$ cat config.mk
export PLATFORM = sky130hd
export DESIGN_NAME = alu_arb
export DESIGN_NICKNAME = d
export VERILOG_FILES = /design/src/rtl/alu_arb.sv
export SDC_FILE = /design/constraint.sdc
export NUM_CORES = 1
export LEC_CHECK = 0
export CAP_MARGIN = 15
export CORE_MARGIN = 2
export CORE_UTILIZATION = 41
export DETAILED_ROUTE_END_ITERATION = 8
export PLACE_DENSITY = 0.84
export SLEW_MARGIN = 20
export SYNTH_ARGS = -nofsm -noshare
export SYNTH_HDL_FRONTEND = slang
export SYNTH_SLANG_ARGS = --single-unit
$ cat constraint.sdc
create_clock -name clk -period 3.8 [get_ports clk]
set_input_delay 0.38 -clock clk [delete_from_list [all_inputs] [get_ports clk]]
set_output_delay 0.38 -clock clk [all_outputs]
set_load 0.02 [all_outputs]
$ cat src/rtl/alu_arb.sv
// alu_arb: two-requester valid/ready arbiter in front of a shared
// combinational ALU.
// Ports:
//   clk, rst            clock, synchronous active-high reset
//   rN_valid/rN_ready   requester handshakes (N = 0, 1)
//   rN_in1/in2/ctr      requester operands and op code
//   rsp_valid/ready     response handshake to the consumer
//   rsp_data/id/err     result, requester id, illegal-op flag
//   alu_in1/in2/ctr     drive the external ALU from operand registers
//   alu_out             combinational ALU result
// Macro ALU_ARB_ILLEGAL_CHK_EN: trap ops 10/13/14/15
// (result 0, err 1).
module alu_arb #(
  parameter int WIDTH = 32
) (
  input  logic             clk,
  input  logic             rst,
  input  logic             r0_valid,
  output logic             r0_ready,
  input  logic [WIDTH-1:0] r0_in1,
  input  logic [WIDTH-1:0] r0_in2,
  input  logic [3:0]       r0_ctr,
  input  logic             r1_valid,
  output logic             r1_ready,
  input  logic [WIDTH-1:0] r1_in1,
  input  logic [WIDTH-1:0] r1_in2,
  input  logic [3:0]       r1_ctr,
  output logic             rsp_valid,
  output logic             rsp_id,
  output logic [WIDTH-1:0] rsp_data,
  output logic             rsp_err,
  input  logic             rsp_ready,
  output logic [WIDTH-1:0] alu_in1,
  output logic [WIDTH-1:0] alu_in2,
  output logic [3:0]       alu_ctr,
  input  logic [WIDTH-1:0] alu_out
);

  typedef enum logic [1:0] {
    IDLE,
    EXEC,
    RESP
  } state_t;

  state_t state;
  state_t state_nxt;

  logic             last_id;
  logic             grant;
  logic             accept;
  logic             hshk;
  logic [WIDTH-1:0] op_in1;
  logic [WIDTH-1:0] op_in2;
  logic [3:0]       op_ctr;
  logic             op_id;
  logic [WIDTH-1:0] res_q;
  logic             err_q;
  logic             id_q;
  logic [WIDTH-1:0] res_nxt;
  logic             err_nxt;

  // Tie goes to the requester that was not served last.
  always_comb begin
    grant = 1'b0;
    if (r0_valid && r1_valid) begin
      grant = ~last_id;
    end else if (r1_valid) begin
      grant = 1'b1;
    end
  end

  assign r0_ready = (state == IDLE) && !rst && !grant;
  assign r1_ready = (state == IDLE) && !rst && grant;

  assign accept = (r0_valid && r0_ready) ||
                  (r1_valid && r1_ready);
  assign hshk   = (state == RESP) && rsp_ready;

  assign alu_in1 = op_in1;
  assign alu_in2 = op_in2;

`ifdef ALU_ARB_ILLEGAL_CHK_EN
  logic illegal;

  assign illegal = (op_ctr == 4'd10) ||
                   (op_ctr > 4'd12);

  // Park the ALU on a legal op while a trapped op executes.
  assign alu_ctr = ((state == EXEC) && illegal) ?
                   4'd0 : op_ctr;
  assign res_nxt = illegal ? '0 : alu_out;
  assign err_nxt = illegal;
`else
  assign alu_ctr = op_ctr;
  assign res_nxt = alu_out;
  assign err_nxt = 1'b0;
`endif

  always_comb begin
    state_nxt = state;
    unique case (state)
      IDLE: begin
        if (accept) begin
          state_nxt = EXEC;
        end
      end
      EXEC: begin
        state_nxt = RESP;
      end
      RESP: begin
        if (rsp_ready) begin
          state_nxt = IDLE;
        end
      end
      default: begin
        state_nxt = IDLE;
      end
    endcase
  end

  always_ff @(posedge clk) begin
    if (rst) begin
      state <= IDLE;
    end else begin
      state <= state_nxt;
    end
  end

  always_ff @(posedge clk) begin
    if (rst) begin
      op_in1  <= '0;
      op_in2  <= '0;
      op_ctr  <= '0;
      op_id   <= 1'b0;
      last_id <= 1'b1;
      res_q   <= '0;
      err_q   <= 1'b0;
      id_q    <= 1'b0;
    end else begin
      if (accept) begin
        op_in1 <= grant ? r1_in1 : r0_in1;
        op_in2 <= grant ? r1_in2 : r0_in2;
        op_ctr <= grant ? r1_ctr : r0_ctr;
        op_id  <= grant;
      end
      if (state == EXEC) begin
        res_q <= res_nxt;
        err_q <= err_nxt;
        id_q  <= op_id;
      end
      if (hshk) begin
        last_id <= id_q;
      end
    end
  end

  assign rsp_valid = (state == RESP);
  assign rsp_data  = res_q;
  assign rsp_err   = err_q;
  assign rsp_id    = id_q;

endmodule
### Word level (Yosys, flattened, before mapping)

Index checks and enable logic that the tools add are counted.

| operators by class | value |
|---|---|
| reductions and logical operators | 12 |
| bitwise gates (word level) | 1 |
| eq/ne operators | 4 |
| mux-type cells | 8 |

Operators by type and width:

| operator | count |
|---|---|
| $mux W32 | 2 |
| $logic_and A1 B1 Y1 | 7 |
| $pmux W2 S3 | 1 |
| $mux W2 | 2 |
| $mux W4 | 1 |
| $eq A2 B1 Y1 const B | 1 |
| $eq A2 B2 Y1 const B | 1 |
| $logic_not A1 Y1 | 2 |
| $logic_not A2 Y1 | 1 |
| $mux W1 | 2 |
| $ne A2 B1 Y1 const B | 1 |
| $ne A2 B2 Y1 const B | 1 |
| $reduce_and A2 Y1 | 1 |
| $logic_or A1 B1 Y1 | 1 |
| $not A1 Y1 | 1 |

| word-level totals | value |
|---|---|
| logic and storage cells | 33 |
| bits in registers | 105 |
| input bits | 173 |
| output and inout port bits | 105 |

### Depth between registers and ports, before layout

| depth | value |
|---|---|
| depth after elaboration | 8 |
| mapped depth | 5 |
| gate-level depth less buffers | 3 |

### Least setup slack after synthesis

Ideal clock, no wire load.

| path | value |
|---|---|
| path type | in2out |
| start point | input port r1_valid |
| end point | output port r1_ready |
| buffers on the path | 2 |
| setup slack | 2204 ps |
| required time | 3420 ps |
| arrival | 1216 ps |
| stages | 4 |
| cell sequence | a21boi_0 buf_2 buf_2 and3b_1 |

| between the ends | value |
|---|---|
| longest elaborated chain between the ends | 3 |

RTL lines:

| what | RTL line | text |
|---|---|---|
| start: declaration | 23 | `input logic r1_valid,` |
| $mux W1 or $logic_and A1 B1 Y1 (tied branches) | 67, 65 |  |
| $mux W1 (*) | 65 | `if (r0_valid && r1_valid) begin` |
| $logic_and A1 B1 Y1 (*) | 73 | `assign r1_ready = (state == IDLE) && !rst && grant;` |
| end: declaration | 24 | `output logic r1_ready,` |

Every way passes the cells marked *; elsewhere a longest branch is shown, timed or not.

### Final worst setup path

| path | value |
|---|---|
| start point | register state[1] |
| end point | output port r0_ready |

| between the ends | value |
|---|---|
| longest elaborated chain between the ends | 3 |

RTL lines:

| what | RTL line | text |
|---|---|---|
| start: declaration | 45 | `state_t state;` |
| start signal: assignment | 125 | `state <= state_nxt;` |
| $logic_not A2 Y1 | 72 | `assign r0_ready = (state == IDLE) && !rst && !grant;` |
| $logic_and A1 B1 Y1 (2 in series) | 72 |  |
| end: declaration | 19 | `output logic r0_ready,` |

No other way between the ends.

==> impl_metrics.yaml <==
status:
  status: "completed"
clocking:
  cts_buffers: 9
  hold_buffers: 0
  clkLatencyLatePin_ns: 0.36
  cts_tree: "built"
  cts_sinks: 105
  cts_setup_buffers: 0
  cts-root-buf: "clkbuf_8"
  clkTransAtPathRegs_ns: 0.09
  clk_path_buf_depth: 2
  htreeDepth: 3
  cts_resized: 0
critical_path:
  path_buf_inv: 1
  crit_arrival_ns: 1.90
  crit_path_max_fanout: 5
  worstSetupEndpointType: "primary output"
  timing.critical_path.cells: "or3_4 > nor2_1 > clkdlybuf4s50_1"
  reg2regPathDepth: 4
  r2r-end: "alu_in2[3]"
  critPathMaxStageDelay_ns: 0.61
  rr_startpoint: "state[1]"
  required_ns: 3.42
  r2r_setup_slack_ns: 1.80
  critical_path.top_delay_family: "buffers and inverters"
  worstSetupStartpointType: "register"
  cp_slowest_cell: "clkdlybuf4s50_1"
  crit_type: "reg2out"
global_route:
  grt_pass1_vias: 4324
  globalRouteOverflowTotal: 0
  antenna_found_initial: 0
  grt_max_degree: 105
  grt_pass1_wl_um: 21200
  grtUsageTotal_pct: 23.0
floorplanning:
  die_area_mm2: 0.0121
  core_area_mm2: 0.0109
  rows: 38
  start_util_pct: 42.3
  die_h_um: 110
  die_x_um: 110
  top_level_ports: 278
sta:
  slew_headroom_pct: 38.4
  tns_ns: 0
  hold_viol: 0
  finalSetupViolations: 0
  finalCritPeriodShare_pct: 60.0
  rsz0062_at_grt: "no"
  max_freq_mhz: 438
  clock_skew_ns: 0.00737
  tightest_slew_ns: 0.923
  drv_slew: 0
  period_needed_ns: 2.28
finish:
  areaGrowthSynthToFinish_pct: 64.9
  diodes: 0
  drive_gt1_share_pct: 3.60
  fillCellCount: 866
  final_nets: 891
routing:
  drtIter0Drc: 207
  via_count: 4214
  via_per_inst: 4.89
  drc: 0
  routed_wl_um: 14500
  wire_per_inst_um: 16.8
  first_pass_iters: 6
  ant_nets: 0
synthesis:
  avgSynthCellArea_um2: 9.98
  synth_cells: 461
  syn_area_mm2: 0.00460
  synth_seq_cells: 105
  synth.distinct_cells: 20
  synth_fp_nets: 634
  yosys_warnings: 0
  ys_seq_area_share_pct: 45.7
min_path:
  min_path_type: "reg2reg"
  holdPathStages: 2
  holdPathEnd: "rsp_data[28]"
  hp-start: "rsp_data[28]"
placement:
  gp_congestion: 0.838
  io_buffers: 276
  dpl.hpwl_um: 11000
pwr:
  total_power_w: 0.00280
  ir_worst_vdd_mv: 0.189
  powerDensity_mw_per_mm2: 369
  leakage_nw: 2.84
flow_run:
  max_cap_viol_count: 0
where the power goes:
group / leakage [nW] / total [W] / internal (W) / switching [W]
registers: 0.866 / 0.00128 / 0.00122 / 0.0000621
clock network: 0.0980 / 0.000653 / 0.000286 / 0.000367
logic: 1.87 / 0.000865 / 0.000476 / 0.000390
total: 2.84 / 0.00280 / 0.00198 / 0.000819
worst reg2reg max path, cell delays in order, from the launching register on:
cell and delay (ns):
dfxtp_1 0.38, or3_4 0.45, nor2_4 0.12, buf_4 0.63, mux2i_1 0.34
area by class of cell:
type	count	area [µm²]	area share, %
Clock buffer	12	165	2.18
Tap cell	140	175	2.31
Timing Repair Buffer	281	2800	36.8
Clock inverter	3	15.0	0.198
Sequential cell	105	2100	27.7
Multi-Input combinational cell	321	2340	30.8
synthesized netlist by cell type (all sizes together):
library cell	instances	area share [%]
mux2i	136	30
dfxtp	105	46
a21boi	2	0.33
buf	19	2.7
o21ai	1	0.11
a311o	1	0.22
nand2b	70	9.5
or3	1	0.24
nor2	4	0.49
conb	1	0.082
nand2	67	5.5
nor2b	2	0.27
clkbuf	16	1.3
a21oi	35	3.8
and3b	1	0.19
cells by family after synthesis:
group / synth area share, %
buf+inv: 4.00
mux: 29.6
compound gates: 4.46
other cells: 0.0815
flops: 45.7
simple gates: 16.2
sequential cells by signal, summed over array words and instances, names as in the netlist:
register and count:
alu_in2 32, alu_in1 32, alu_ctr 4, last_id 1, rsp_data 32, state 2
rsp_id 1, op_id 1
cells in the final DEF, fill, tap and decap left out:
| master | instances |
|---|---|
| nand2b_2 | 1 |
| a21oi_1 | 35 |
| nor2_4 | 1 |
| nor2b_1 | 1 |
| clkbuf_8 | 12 |
| clkinv_2 | 3 |
| or3_4 | 1 |
| nand2b_1 | 69 |
| nor2b_4 | 1 |
| a311o_1 | 1 |
| dfxtp_1 | 105 |
| and3b_1 | 1 |
| clkdlybuf4s50_1 | 275 |
| a21boi_4 | 1 |
| a21boi_0 | 1 |
| nand2_1 | 67 |
| mux2i_1 | 136 |
| buf_2 | 1 |
| conb_1 | 1 |
| nor2_1 | 3 |
| buf_4 | 5 |
| o21ai_0 | 1 |
worst max path at each step:
stage	slack (ns)	from	end	cells after the start
after global routing	1.46	state[1]	r0_ready	3
after floorplan	2.20	r1_valid	r1_ready	4
after detailed placement	1.45	r1_valid	alu_in2[15]	5
after CTS	1.51	state[1]	r0_ready	3
after global placement	1.53	r1_valid	alu_in2[31]	5
final	1.52	state[1]	r0_ready	3
metrics by stage:
| step | hold slack, ns | instance area [µm²] | util [%] | instances | setup slack [ns] |
|---|---|---|---|---|---|
| floorplan | 0.428 | 4600 | - | 461 | 2.20 |
| global placement | 0.432 | 7400 | 68.0 | 847 | 1.53 |
| detailed placement | 0.447 | 7410 | 68.0 | 847 | 1.45 |
| CTS | 0.460 | 7590 | 69.7 | 862 | 1.51 |
| global route | 0.480 | 7590 | 69.7 | 862 | 1.46 |
| finish | 0.458 | 7590 | 69.7 | 862 | 1.52 |
layer usage:
| layer | vias to the layer above | track usage [%] | routed length, µm |
|---|---|---|---|
| li1 | 2052 | - | - |
| met1 | 1949 | 24.6 | 5410 |
| met2 | 175 | 42.6 | 7600 |
| met3 | 38 | 4.62 | 965 |
| met4 | 0 | 11.5 | 544 |
| met5 | - | 0 | 0 |
Power figures use the tool's default switching activity.
